## config.mk

```make
export PLATFORM = sky130hd
export DESIGN_NAME = mul_seq_ctrl_flat
export DESIGN_NICKNAME = d
export VERILOG_FILES = /design/src/rtl/mul_seq_ctrl_pkg.sv /design/src/rtl/mul_seq_ctrl_if.sv /design/src/rtl/mul_seq_ctrl_iter_counter.sv /design/src/rtl/mul_seq_ctrl.sv /design/src/flat_wrapper.sv
export SDC_FILE = /design/constraint.sdc
export NUM_CORES = 1
export LEC_CHECK = 0
export BUFFER_PORTS_ARGS = -buffer_cell sky130_fd_sc_hd__clkbuf_2
export CAP_MARGIN = 30
export CORE_MARGIN = 5
export CORE_UTILIZATION = 42
export CTS_CLUSTER_SIZE = 25
export DETAILED_ROUTE_END_ITERATION = 6
export GPL_TIMING_DRIVEN = 1
export SYNTH_ARGS = -nofsm -noshare
export SYNTH_HDL_FRONTEND = slang
export SYNTH_SLANG_ARGS = --single-unit
```

## constraint.sdc

```tcl
create_clock -name clk -period 1.4 [get_ports clk]
set_input_delay 0.14 -clock clk [delete_from_list [all_inputs] [get_ports clk]]
set_output_delay 0.14 -clock clk [all_outputs]
set_load 0.02 [all_outputs]
```

## src/rtl/mul_seq_ctrl_pkg.sv

```systemverilog
// Shared control package for the accumulator/ALU datapath and its sequencers.
// Holds the nibble mode encoding, the sequencer state type and the strobe decoder.
package acc_ctl_pkg;

  typedef enum logic [1:0] {
    MODE_HOLD = 2'b00,
    MODE_SHR  = 2'b01,
    MODE_SHL  = 2'b10,
    MODE_LOAD = 2'b11
  } mode_t;

  typedef enum logic [2:0] {
    ST_IDLE  = 3'd0,
    ST_LOADH = 3'd1,
    ST_XFER  = 3'd2,
    ST_CLRH  = 3'd3,
    ST_ADD   = 3'd4,
    ST_SHIFT = 3'd5,
    ST_DONE  = 3'd6
  } seq_state_t;

  typedef struct packed {
    logic  busy;
    logic  done;
    logic  ah_inen;
    logic  ah_reset;
    mode_t hs;
    mode_t ls;
    logic  s_mul;
    logic  acc_oen;
  } strobe_t;

  // Datapath strobes belonging to a state; at most one of ah_inen/ah_reset/s_mul is set.
  function automatic strobe_t decode_state(seq_state_t st);
    strobe_t s;
    s      = '0;
    s.busy = (st != ST_IDLE);
    case (st)
      ST_LOADH: begin
        s.ah_inen = 1'b1;
        s.hs      = MODE_LOAD;
      end
      ST_XFER:  s.ls = MODE_LOAD;
      ST_CLRH:  s.ah_reset = 1'b1;
      ST_ADD: begin
        s.hs    = MODE_LOAD;
        s.s_mul = 1'b1;
      end
      ST_SHIFT: begin
        s.hs = MODE_SHR;
        s.ls = MODE_SHR;
      end
      ST_DONE: begin
        s.done    = 1'b1;
        s.acc_oen = 1'b1;
      end
      default: s = '0;
    endcase
    return s;
  endfunction

endpackage

```

## src/rtl/mul_seq_ctrl_if.sv

```systemverilog
// Control bundle between the multiply sequencer and the decoder/aluNacc side.
// master = sequencer (drives strobes), slave = decoder and datapath.
interface mul_seq_ctrl_if;
  logic       start;
  logic       stall;
  logic       busy;
  logic       done;
  logic       ah_inen;
  logic       ah_reset;
  logic [1:0] hs;
  logic [1:0] ls;
  logic       s_mul;
  logic       s_add;
  logic       s_sub;
  logic       s_and;
  logic       s_div;
  logic       acc_oen;

  modport master (
    input  start, stall,
    output busy, done, ah_inen, ah_reset, hs, ls,
    output s_mul, s_add, s_sub, s_and, s_div, acc_oen
  );

  modport slave (
    output start, stall,
    input  busy, done, ah_inen, ah_reset, hs, ls,
    input  s_mul, s_add, s_sub, s_and, s_div, acc_oen
  );
endinterface

```

## src/rtl/mul_seq_ctrl_iter_counter.sv

```systemverilog
// Add/shift iteration counter with synchronous clear and a freeze input.
// Saturates at NBITS so it can never wrap inside one multiply.
module iter_counter #(
  parameter int NBITS = 4
) (
  input  logic clk,
  input  logic clr_n,
  input  logic clr,
  input  logic inc,
  input  logic hold,
  output logic last
);

  localparam int CW = $clog2(NBITS + 1);
  localparam logic [CW-1:0] LAST_COUNT = CW'(NBITS - 1);
  localparam logic [CW-1:0] MAX_COUNT  = CW'(NBITS);

  logic [CW-1:0] count_reg;

  always_ff @(posedge clk) begin
    if (!clr_n) begin
      count_reg <= '0;
    end else if (!hold) begin
      if (clr) begin
        count_reg <= '0;
      end else if (inc && (count_reg != MAX_COUNT)) begin
        count_reg <= count_reg + CW'(1);
      end
    end
  end

  assign last = (count_reg == LAST_COUNT);

endmodule

```

## src/rtl/mul_seq_ctrl.sv

```systemverilog
// Shift-and-add multiply sequencer driving the aluNacc control strobes.
// State and strobes are registered; stall blanks the strobes and freezes progress.
module mul_seq_ctrl
  import acc_ctl_pkg::*;
#(
  parameter int NBITS = 4
) (
  input  logic           clk,
  input  logic           clr_n,
  mul_seq_ctrl_if.master ctl
);

  seq_state_t state_reg;
  seq_state_t state_next;
  strobe_t    strobe_reg;
  strobe_t    strobe_out;
  logic       last;
  logic       cnt_clr;
  logic       cnt_inc;

  // Counter moves only on the cycle its state actually exits, so stall must freeze it too.
  assign cnt_clr = (state_reg == ST_CLRH);
  assign cnt_inc = (state_reg == ST_SHIFT);

  iter_counter #(
    .NBITS (NBITS)
  ) u_iter_counter (
    .clk   (clk),
    .clr_n (clr_n),
    .clr   (cnt_clr),
    .inc   (cnt_inc),
    .hold  (ctl.stall),
    .last  (last)
  );

  always_comb begin
    state_next = state_reg;
    if (!ctl.stall) begin
      unique case (state_reg)
        ST_IDLE:  if (ctl.start) state_next = ST_LOADH;
        ST_LOADH: state_next = ST_XFER;
        ST_XFER:  state_next = ST_CLRH;
        ST_CLRH:  state_next = ST_ADD;
        ST_ADD:   state_next = ST_SHIFT;
        ST_SHIFT: state_next = last ? ST_DONE : ST_ADD;
        ST_DONE:  state_next = ctl.start ? ST_LOADH : ST_IDLE;
        default:  state_next = ST_IDLE;
      endcase
    end
  end

  always_ff @(posedge clk) begin
    if (!clr_n) begin
      state_reg  <= ST_IDLE;
      strobe_reg <= '0;
    end else begin
      state_reg  <= state_next;
      strobe_reg <= decode_state(state_next);
    end
  end

  // A stalled cycle issues nothing; the held state's strobes reappear once stall drops.
  always_comb begin
    strobe_out = strobe_reg;
    if (ctl.stall) begin
      strobe_out      = '0;
      strobe_out.busy = strobe_reg.busy;
    end
  end

  assign ctl.busy     = strobe_out.busy;
  assign ctl.done     = strobe_out.done;
  assign ctl.ah_inen  = strobe_out.ah_inen;
  assign ctl.ah_reset = strobe_out.ah_reset;
  assign ctl.hs       = strobe_out.hs;
  assign ctl.ls       = strobe_out.ls;
  assign ctl.s_mul    = strobe_out.s_mul;
  assign ctl.acc_oen  = strobe_out.acc_oen;
  assign ctl.s_add    = 1'b0;
  assign ctl.s_sub    = 1'b0;
  assign ctl.s_and    = 1'b0;
  assign ctl.s_div    = 1'b0;

endmodule

```

## src/flat_wrapper.sv

```systemverilog
// flat-port wrapper written by rule: the top's interface ports become plain ports
module mul_seq_ctrl_flat import acc_ctl_pkg::*;
#(
  parameter int NBITS = 4
)
  (clk, clr_n, ctl_start, ctl_stall, ctl_busy, ctl_done, ctl_ah_inen, ctl_ah_reset, ctl_hs, ctl_ls, ctl_s_mul, ctl_s_add, ctl_s_sub, ctl_s_and, ctl_s_div, ctl_acc_oen);
  mul_seq_ctrl_if ctl_i ();
  input  logic clk;
  input  logic clr_n;
  input wire logic [$bits(ctl_i.start)-1:0] ctl_start;
  input wire logic [$bits(ctl_i.stall)-1:0] ctl_stall;
  output wire logic [$bits(ctl_i.busy)-1:0] ctl_busy;
  output wire logic [$bits(ctl_i.done)-1:0] ctl_done;
  output wire logic [$bits(ctl_i.ah_inen)-1:0] ctl_ah_inen;
  output wire logic [$bits(ctl_i.ah_reset)-1:0] ctl_ah_reset;
  output wire logic [$bits(ctl_i.hs)-1:0] ctl_hs;
  output wire logic [$bits(ctl_i.ls)-1:0] ctl_ls;
  output wire logic [$bits(ctl_i.s_mul)-1:0] ctl_s_mul;
  output wire logic [$bits(ctl_i.s_add)-1:0] ctl_s_add;
  output wire logic [$bits(ctl_i.s_sub)-1:0] ctl_s_sub;
  output wire logic [$bits(ctl_i.s_and)-1:0] ctl_s_and;
  output wire logic [$bits(ctl_i.s_div)-1:0] ctl_s_div;
  output wire logic [$bits(ctl_i.acc_oen)-1:0] ctl_acc_oen;
  assign ctl_i.start = ctl_start;
  assign ctl_i.stall = ctl_stall;
  assign ctl_busy = ctl_i.busy;
  assign ctl_done = ctl_i.done;
  assign ctl_ah_inen = ctl_i.ah_inen;
  assign ctl_ah_reset = ctl_i.ah_reset;
  assign ctl_hs = ctl_i.hs;
  assign ctl_ls = ctl_i.ls;
  assign ctl_s_mul = ctl_i.s_mul;
  assign ctl_s_add = ctl_i.s_add;
  assign ctl_s_sub = ctl_i.s_sub;
  assign ctl_s_and = ctl_i.s_and;
  assign ctl_s_div = ctl_i.s_div;
  assign ctl_acc_oen = ctl_i.acc_oen;
  mul_seq_ctrl #(.NBITS(NBITS)) u_core (.clk(clk), .clr_n(clr_n), .ctl(ctl_i));
endmodule
```

==> summary.md <==
| Metric | Value |
|---|---|
| Final WS setup | 0.0671 ns |
| Top post-synthesis cells by area | dfxtp_1, nor2b_1, buf_4 |
| Pleak | 0.419 nW |
| Routed Antenna Nets | 0 |
| Synth cell count leaders | dfxtp_1, nor2b_1, inv_1, nand2_1, buf_4 |
| Worst reg2reg startpoint | u_core.u_iter_counter.count_reg[0]$_SDFFE_PN0P_ |
| Synth unique cells | 43 |
| WP data arrival | 1.56 ns |
| RSZ-0062 raised after global routing | no |
| Mean Syn Cell Area | between 8 and 9 sq um |
| CP dominant cell by count | ha_1 |
| Routed vias | ~800 |
| Int Pwr | 0.000605 W |
| WL/cell | 12.2 um |
| Area grow syn2layout | 12.0% |
| DR pass1 iterations | 4 |
| Critical Path Fanout Max | 2 |
| Critical path's slowest cell | or3_1 |
| Via count of the first global-routing pass | slightly above 700 |
| Hpwl dp | 1400 um |
| # Max-Cap Violations | 0 |
| Post-synth EDFFs | 0 |
| Root Driver | clkbuf_4 |
| Row cnt | 16 |
| Reg2reg end | u_core.u_iter_counter.count_reg[2]$_SDFFE_PN0P_ |
| Post-route minimum period | around 1.3 ns |
| Area share of the largest cell type after synthesis | 33.1% |
| Initial drt markers | 21 |
| Switch share | roughly 28% |
| Mapped Cells | ~110 |
| GR Overflow Total | 0 |
| Initial antenna violation count | 0 |
| Period Utilization, post-route | 95.2% |
| Sequential Power Share | 53.3% |
| Synthesized cell area | 906 sq um |
| Gate power share | 16.7% |
| Sink Count | 15 |
| Slew Viols, Final | 0 |
| Power density over the cells | around 830 nW/um^2 |
| Clock transition time at the flip-flop clock pins of the worst setup and hold paths | around 0.090 ns |
| Worst-path cell chain | ha_1, ha_1, or3_1, a21boi_1 |
| Cell depth of the worst hold path | 2 |
| Top Usage Layer GRT | met2 |
| Crit path kind | reg -> reg |
| Largest net degree at the start of global routing | 15 |
| Initial Util | between 40% and 50% |
| Worst Hold Endpoint | u_core.strobe_reg[2]$_SDFF_PN0_ |
| CTS Buf Count | 3 |
| R2R depth | 4 |
| Gpl congestion | 0.872 |
| Nets | around 130 |
| M1 GR Usage | 13.6% |
| Status | finished clean |
| Share of post-route cells with drive strength above 1 | 27.6% |
| Ys flop type | dfxtp_1 |
| P_sw | 0.000232 W |
| IO Port Bufs | 13 |
| Clock power share | between 30% and 40% |
| Clk Latency, worst-skew pair | around 0.28 ns |
| Hold Buf Count CTS | 0 |
| Worst slack, placed | 0.0884 ns |
| Max clock buf depth | 2 |
| CP peak stage delay | 0.37 ns |
| Htree depth | 1 |
| CP required | 1.62 ns |
| Placeable Area | roughly 2000 sq um |
| Die H | 56.4 um |
| Max FFs per register | 9 |
| YS warnings | 0 |
| Post-synthesis sequential area ratio | roughly a third |
| Final setup viols | 0 |
| Worst R2R Setup Slack | 0.07 ns |
| Met2 GRT Util | between 20 and 25% |
| Antenna diode count | 0 |
| Gr usage total | 12.4% |
| Hold Crit Class | in -> reg |
| Async set or reset register ratio after synthesis | 0% |
| CP Capture Type | register |
| CTS tree | built |
| I/O pin total | 18 |
| Drc violations | 0 |
| Top-count cell post-synth | dfxtp_1 |
| WL final | between 1500 and 2000 um |
| Maximum VDD drop | 310 uV |
| Die ar. | about 3200 sq um |
| Setup TNS | 0 ns |
| GR Util met3 | 2.98% |
| Critical Path Start Type | register |
| First-pass GRT wire length | 3080 um |
| Chip Width | between 50 and 60 um |
| F_max | approximately 0.75 GHz |
| Clock Skew | a little under 0.0009 ns |
| CP startpoint | u_core.u_iter_counter.count_reg[0]$_SDFFE_PN0P_ |
| Area leader, netlist | dfxtp_1 |
| #FFs+latches synth | 15 |
| Hold Startpoint | clr_n |
| Vias per inst | between 5 and 6 |
| Fin. Hold Viols | 0 |
-- layout by cell type (no fill, tap or decap), types with 2 or more instances in the layout --
master,synthesis,routed
ha_1,3,3
o21ai_1,4,4
o211ai_1,2,2
clkbuf_2,0,13
a21boi_0,2,2
and2_1,2,2
nand2_2,2,2
nor2_1,4,4
buf_4,6,7
conb_1,1,4
a21oi_1,5,5
nand3_1,2,2
nand2_1,7,7
clkbuf_4,0,3
or3_1,2,2
inv_1,7,7
a21boi_1,2,2
dfxtp_1,15,14
o21ai_0,5,5
nor2b_1,9,9
-- worst max-delay path, delay by kind of cell, from the launching register on --
family | cells | cell delay, ns
simple gates | 1 | 0.37
compound gates | 1 | 0.12
fa+ha+maj | 2 | 0.46
flops | 1 | 0.33
-- logic make-up (layout without fill, tap and decap cells) --
kind of cell	after synthesis	count (layout)	synth area share, %
other	1	4	0.414
AO/OA/AOI/OAI	30	30	22.7
adder cells (fa/ha/maj)	4	4	5.39
flip-flops	15	15	33.1
buffers and inverters	19	32	12.6
AND/OR/NAND/NOR	37	37	24.9
XOR/XNOR	1	1	0.967
-- worst max path at each step --
stage	end
2_1_floorplan	u_core.u_iter_counter.count_reg[2]$_SDFFE_PN0P_
3_3_place_gp	u_core.u_iter_counter.count_reg[2]$_SDFFE_PN0P_
3_5_place_dp	u_core.strobe_reg[6]$_SDFF_PN0_
4_1_cts	u_core.u_iter_counter.count_reg[2]$_SDFFE_PN0P_
5_1_grt	u_core.u_iter_counter.count_reg[2]$_SDFFE_PN0P_
6_report	u_core.u_iter_counter.count_reg[2]$_SDFFE_PN0P_
-- through the flow --
stage                     hold WS (ns)  instance area, sq um  power [W]  instances  util (%)
after floorplan                  0.292                   917   0.000571        110         -
after global placement           0.485                   987   0.000594        146      49.3
after detailed placement         0.488                   987   0.000595        146      49.3
after CTS                        0.216                  1010   0.000845        150      50.6
after global routing             0.228                  1010   0.000875        150      50.7
final                            0.212                  1010   0.000837        150      50.7
-- cell type report --
cell class / instances / area (sq um)
well taps: 27 / 33.8
flip-flops and latches: 15 / 302
repair buffers: 20 / 118
clock buffers: 4 / 26.3
fillers: 199 / 987
inverters: 8 / 32.5
multi-input cells: 76 / 503
-- routing by layer --
| metal | wire length [um] | vias up |
|---|---|---|
| met4 | 75 | 0 |
| li1 | - | 388 |
| met1 | 760 | 334 |
| met5 | 0 | - |
| met3 | 160 | 10 |
| met2 | 837 | 46 |
-- power groups by stage --
stage | clock network [W] | registers, W | logic [W]
floorplan | 0 | 0.000459 | 0.000113
global placement | 0 | 0.000456 | 0.000139
detailed placement | 0 | 0.000456 | 0.000139
CTS | 0.000259 | 0.000446 | 0.000140
global route | 0.000274 | 0.000447 | 0.000154
finish | 0.000251 | 0.000446 | 0.000140
-- timing repair --
| action | in CTS | in global routing |
|---|---|---|
| resized for setup | 0 | 1 |
| endpoints found under the setup margin | 0 | 1 |
| setup buffers | 0 | 0 |
(Power assumes the default switching activity.)
